===== config.mk =====
export PLATFORM = sky130hd
export DESIGN_NAME = trigger_holdoff_gate
export DESIGN_NICKNAME = d
export VERILOG_FILES = /design/src/rtl/trigger_holdoff_gate_pkg.sv /design/src/rtl/trigger_holdoff_gate_sat_counter.sv /design/src/rtl/trigger_holdoff_gate.sv
export SDC_FILE = /design/constraint.sdc
export NUM_CORES = 1
export LEC_CHECK = 0
export CAP_MARGIN = 10
export CORE_AREA = 2 2 123 125
export CTS_CLUSTER_SIZE = 12
export DETAILED_ROUTE_END_ITERATION = 8
export DIE_AREA = 0 0 125 127
export GPL_TIMING_DRIVEN = 0
export PLACE_DENSITY = 0.67
export SYNTH_ARGS = -nofsm -noshare
export SYNTH_HDL_FRONTEND = slang
export SYNTH_HIERARCHICAL = 1
export SYNTH_SLANG_ARGS = --single-unit

===== constraint.sdc =====
create_clock -name clock -period 6.15 [get_ports clock]
set_clock_uncertainty 0.05 [all_clocks]
set_input_delay 1.23 -clock clock [delete_from_list [all_inputs] [get_ports clock]]
set_output_delay 1.23 -clock clock [all_outputs]
set_load 0.005 [all_outputs]

===== src/rtl/trigger_holdoff_gate_pkg.sv =====
// rtl/trigger_holdoff_gate_pkg.sv - shared state encoding and default widths
//
// Purpose: common definitions for the trigger holdoff gate and its counters.
//   state_e        FSM state encoding (IDLE=0, ARMED=1, HOLDOFF=2)
//   DEF_TS_W       default timestamp counter width
//   DEF_HOLD_W     default holdoff length width
//   DEF_CNT_W      default event / missed counter width
package trigger_holdoff_gate_pkg;

  typedef enum logic [1:0] {
    ST_IDLE    = 2'd0,
    ST_ARMED   = 2'd1,
    ST_HOLDOFF = 2'd2
  } state_e;

  localparam int DEF_TS_W   = 32;
  localparam int DEF_HOLD_W = 24;
  localparam int DEF_CNT_W  = 16;

endpackage


===== src/rtl/trigger_holdoff_gate_sat_counter.sv =====
// rtl/trigger_holdoff_gate_sat_counter.sv - saturating up-counter with synchronous clear
//
// Purpose: counts inc_i pulses, sticks at all-ones, clear has priority over increment.
// Ports:
//   clock   in   system clock
//   reset   in   asynchronous reset, active-high
//   inc_i   in   increment request for this cycle
//   clr_i   in   zero the count (wins over inc_i)
//   cnt_o   out  current count, W bits
module sat_counter #(
  parameter int W = 16
) (
  input  logic         clock,
  input  logic         reset,
  input  logic         inc_i,
  input  logic         clr_i,
  output logic [W-1:0] cnt_o
);

  logic [W-1:0] cnt_q;
  logic [W-1:0] cnt_d;

  always_comb begin
    cnt_d = cnt_q;
    if (clr_i) begin
      cnt_d = '0;
    end else if (inc_i && (cnt_q != {W{1'b1}})) begin
      cnt_d = cnt_q + W'(1);
    end
  end

  always_ff @(posedge clock or posedge reset) begin
    if (reset) begin
      cnt_q <= '0;
    end else begin
      cnt_q <= cnt_d;
    end
  end

  assign cnt_o = cnt_q;

endmodule


===== src/rtl/trigger_holdoff_gate.sv =====
// rtl/trigger_holdoff_gate.sv - gated trigger with holdoff, arm/disarm, timestamp and counters
//
// Purpose: turns the edge detector's single-cycle pulse into an armed, rate-limited
// trigger. Each accepted trigger pulses trig_out/ts_valid one cycle later and latches
// the free-running timestamp; pulses arriving during holdoff are counted as missed.
// Ports:
//   clock       in   system clock
//   reset       in   asynchronous reset, active-high
//   trig_in     in   detection pulse
//   arm         in   IDLE -> ARMED request
//   disarm      in   any state -> IDLE, highest priority
//   auto_rearm  in   return to ARMED (1) or IDLE (0) when holdoff ends
//   holdoff     in   holdoff length in cycles, sampled at accept
//   clear_cnt   in   zero event_cnt and missed_cnt
//   trig_out    out  one-cycle pulse per accepted trigger
//   ts_out      out  timestamp of last accepted trigger
//   ts_valid    out  one-cycle pulse coincident with trig_out
//   armed       out  state == ARMED
//   busy        out  state == HOLDOFF
//   event_cnt   out  accepted triggers, saturating
//   missed_cnt  out  trig_in pulses dropped in HOLDOFF, saturating
module trigger_holdoff_gate
  import trigger_holdoff_gate_pkg::*;
#(
  parameter int TS_W   = DEF_TS_W,
  parameter int HOLD_W = DEF_HOLD_W,
  parameter int CNT_W  = DEF_CNT_W
) (
  input  logic              clock,
  input  logic              reset,
  input  logic              trig_in,
  input  logic              arm,
  input  logic              disarm,
  input  logic              auto_rearm,
  input  logic [HOLD_W-1:0] holdoff,
  input  logic              clear_cnt,
  output logic              trig_out,
  output logic [TS_W-1:0]   ts_out,
  output logic              ts_valid,
  output logic              armed,
  output logic              busy,
  output logic [CNT_W-1:0]  event_cnt,
  output logic [CNT_W-1:0]  missed_cnt
);

  state_e            state_q;
  state_e            state_d;
  logic [HOLD_W-1:0] hold_q;
  logic [HOLD_W-1:0] hold_d;
  logic [TS_W-1:0]   ts_q;
  logic [TS_W-1:0]   ts_out_q;
  logic              trig_out_q;
  logic              ts_valid_q;
  logic              armed_q;
  logic              busy_q;
  logic              accept;
  logic              missed;

  always_comb begin
    state_d = state_q;
    hold_d  = hold_q;
    accept  = 1'b0;
    missed  = 1'b0;
    case (state_q)
      ST_IDLE: begin
        if (!disarm && arm) begin
          state_d = ST_ARMED;
        end
      end
      ST_ARMED: begin
        if (disarm) begin
          state_d = ST_IDLE;
        end else if (trig_in) begin
          accept = 1'b1;
          hold_d = holdoff;
          if (holdoff != '0) begin
            state_d = ST_HOLDOFF;
          end else if (auto_rearm) begin
            state_d = ST_ARMED;
          end else begin
            state_d = ST_IDLE;
          end
        end
      end
      ST_HOLDOFF: begin
        if (disarm) begin
          state_d = ST_IDLE;
          hold_d  = '0;
        end else begin
          missed = trig_in;
          // Leaving on the count==1 cycle gives exactly 'holdoff' ignored cycles.
          // Treat 0 the same way so a corrupted counter cannot wedge the FSM.
          if (hold_q <= HOLD_W'(1)) begin
            hold_d  = '0;
            state_d = auto_rearm ? ST_ARMED : ST_IDLE;
          end else begin
            hold_d = hold_q - HOLD_W'(1);
          end
        end
      end
      default: begin
        state_d = ST_IDLE;
        hold_d  = '0;
      end
    endcase
  end

  always_ff @(posedge clock or posedge reset) begin
    if (reset) begin
      state_q    <= ST_IDLE;
      hold_q     <= '0;
      ts_q       <= '0;
      ts_out_q   <= '0;
      trig_out_q <= 1'b0;
      ts_valid_q <= 1'b0;
      armed_q    <= 1'b0;
      busy_q     <= 1'b0;
    end else begin
      state_q    <= state_d;
      hold_q     <= hold_d;
      ts_q       <= ts_q + TS_W'(1);
      trig_out_q <= accept;
      ts_valid_q <= accept;
      armed_q    <= (state_d == ST_ARMED);
      busy_q     <= (state_d == ST_HOLDOFF);
      if (accept) begin
        ts_out_q <= ts_q;
      end
    end
  end

  sat_counter #(.W(CNT_W)) u_event_cnt (
    .clock (clock),
    .reset (reset),
    .inc_i (accept),
    .clr_i (clear_cnt),
    .cnt_o (event_cnt)
  );

  sat_counter #(.W(CNT_W)) u_missed_cnt (
    .clock (clock),
    .reset (reset),
    .inc_i (missed),
    .clr_i (clear_cnt),
    .cnt_o (missed_cnt)
  );

  assign trig_out = trig_out_q;
  assign ts_valid = ts_valid_q;
  assign ts_out   = ts_out_q;
  assign armed    = armed_q;
  assign busy     = busy_q;

endmodule

==> results.toml <==
[cts]
clock_sinks = 125
cts-root-buf = "clkbuf_16"
clk_latency_ns = 0.42
postCtsHoldBufs = 0
cts_tree = "built"
htreeDepth = 4
post_cts_buffers = 0
clk_pin_slew_ns = 0.06
cts_resized = 0
cts_buffer_depth = 2
cts_inserted_buffers = 17

[timing]
fin_hold_ws_ns = 0.429
setup-tns-final_ns = 0
maxSlewHeadroom_pct = 51.2
hold_viol = 0
rsz0062_at_grt = "false"
fin_crit_sh_pct = 70.3
layout_min_cycle_time_ns = 4.32
finalSetupViolCount = 0
clock.fmax_mhz = 231
report.final.slew_viol_count = 0
tightest_slew_ns = 0.725

[finish]
seq_area_sq_um = 3130
multi_input_area_sq_um = 3070
drive_gt1_share_pct = 12.6
synthToLayoutAreaGrowth_pct = 28.6
fin_nets = 780
num-fill-cells = 1242
num_antenna_cells = 0

[die]
initial_core_util_pct = 44.4
die_w_um = 125
core_sq_um = 14400
fp.dieH_um = 127
rows = 44
design.die.area_sq_um = 15900
num_io_pins = 99

[logic_synthesis]
yosysUniqueCellTypes = 60
synth_area_leaders = "dfrtp_1 49%, mux2_2 4.9%, nand3_1 3.3%, nand2_1 3.0%, a21oi_1 2.3%"
synth-seq-cells = 125
synthCells = 623
synth-main-ff-cell = "dfrtp_1"
yosys_warnings = 6
post_synth.cell_area_avg_sq_um = 10.3
syn_nets = 663
synth_edf_count = 0
syn-cell-area_sq_um = 6400
synthArstFlopShare_pct = 100
synth_top_area_cell = "dfrtp_1"
seq_area_frac_synth_pct = 48.9
synth_commonest_cells = "125 x dfrtp_1, 52 x nand2_1, 42 x nand3_1"
yosysTopAreaCellShare_pct = 48.9
yosysMostFrequentCell = "dfrtp_1"

[drt]
first_iter_violations = 390
vias = 5457
firstDrtPassIters = 5
wl_per_cell_um = 17.1
ant_nets = 0
drc = 0
wl_um = 16000
via_per_inst = 5.82

[power_and_ir_drop]
p_per_area_nw_per_um2 = 321
p_total_mw = 2.64
leakagePower_nw = 3.55
irDropWorstVdd_uv = 186

[setup_path]
endpoint_kind = "flip-flop"
r2r_cells = 11
path_class = "input pin to flip-flop"
startpoint_type = "input pin"
r2r_end = "u_event_cnt/cnt_o[13]"
required_ns = 6.44
reg2reg_setup_slack_ns = 2.45
worstPathMaxFanout = 10
r2r-start = "state_q[1]"
crit_arrival_ns = 4.61

[global_route]
grt_pass1_vias = 5288
grt_usage_pct = 20.7
grt_max_degree = 67
antenna_found_initial = 0
grt_first_pass_wirelength_um = 26800
grt-ovfl-total = 0

[worst_hold_path]
hp-class = "flip-flop to flip-flop"
holdCritStartpoint = "ts_q[31]"
min_path_cells = 1
holdPathEnd = "ts_q[31]"

[place]
globalplace.congestion = 0.871
post-dp-hpwl_um = 11300
portBuffers = 97

[run_status]
status = "completed"

[run]
maxCapViolations = 0
[critical path: stages]
cell	delay (ns)
clkdlybuf4s50_1	0.64
nand3b_1	0.28
clkbuf_1	0.34
clkbuf_1	0.36
inv_1	0.22
clkbuf_2	0.24
nand3_1	0.22
or4_4	0.51
or4_1	0.41
a21oi_1	0.15
[cell usage in the layout (no fill, tap or decap), types with 8 or more instances in the layout]
master,count
clkdlybuf4s50_1,97
or3_1,19
inv_1,22
nor3_1,16
nand3_1,42
nor4_1,13
xor2_1,15
nor2_1,29
clkbuf_1,10
nor2b_1,10
ha_1,9
mux2_2,28
a21oi_1,30
o311ai_0,8
a22oi_1,17
xnor2_1,17
o31ai_1,11
nand2_1,52
nand4_1,14
o21ai_0,25
or4_1,19
clkbuf_16,17
nand2b_1,8
dfrtp_1,125
[metrics by stage]
stage	std cells	instance area, sq um	utilization (%)	setup slack, ns
floorplan	623	6400	-	2.45
global placement	904	7600	52.7	0.906
detailed placement	905	7630	52.9	1.40
CTS	937	8240	57.1	1.84
global route	937	8240	57.1	1.59
finish	937	8240	57.1	1.83
[routing by layer]
metal  up-vias  GRT usage (%)  routed length [um]
met4         0           8.89                 273
met2       154           33.0                7740
met1      2698           27.9                7350
met3        21           3.94                 667
li1       2584              -                   -
met5         -              0                   0
[flip-flops by register name (all words and copies together), names as in the netlist]
name,flops
u_event_cnt/cnt_o,16
hold_q,24
busy,1
state_q,2
armed,1
ts_q,32
ts_out,32
u_missed_cnt/cnt_o,16
ts_valid,1
[kinds of logic (layout without fill, tap and decap cells)]
| kind of cell | Yosys count | count (layout) | synth area share [%] |
|---|---|---|---|
| multiplexers | 30 | 30 | 5.24 |
| flip-flops | 125 | 125 | 48.9 |
| buffers and inverters | 45 | 175 | 3.24 |
| XOR/XNOR | 32 | 32 | 4.38 |
| AND/OR/NAND/NOR | 258 | 258 | 23.4 |
| adder cells (fa/ha/maj) | 9 | 9 | 1.76 |
| AO/OA/AOI/OAI | 124 | 124 | 13.1 |
[worst max-delay path by stage]
stage | to | depth (start not counted) | slack, ns | from
final | u_event_cnt/cnt_o[13] | 10 | 1.83 | trig_in
after CTS | u_event_cnt/cnt_o[13] | 10 | 1.84 | trig_in
after global placement | ts_out[10] | 2 | 0.91 | reset
after global routing | u_event_cnt/cnt_o[13] | 10 | 1.59 | trig_in
after floorplan | armed | 1 | 2.45 | reset
after detailed placement | u_event_cnt/cnt_o[13] | 10 | 1.40 | trig_in
[power by group]
part           internal (mW)  switching (mW)  leakage (nW)
combinational          0.297           0.402          1.54
clock                  0.611           0.405         0.295
sequential             0.875          0.0506          1.72
[final cells by class]
cell class,instances,area share (%)
tap,184,2.80
buffer,22,1.47
sequential,125,38.0
clock buffer,17,5.17
multi-input combinational,453,37.2
clock inverter,15,2.14
inverter,23,1.08
timing repair buffer,98,12.1
Note: power is estimated with default switching activity, not from simulation.
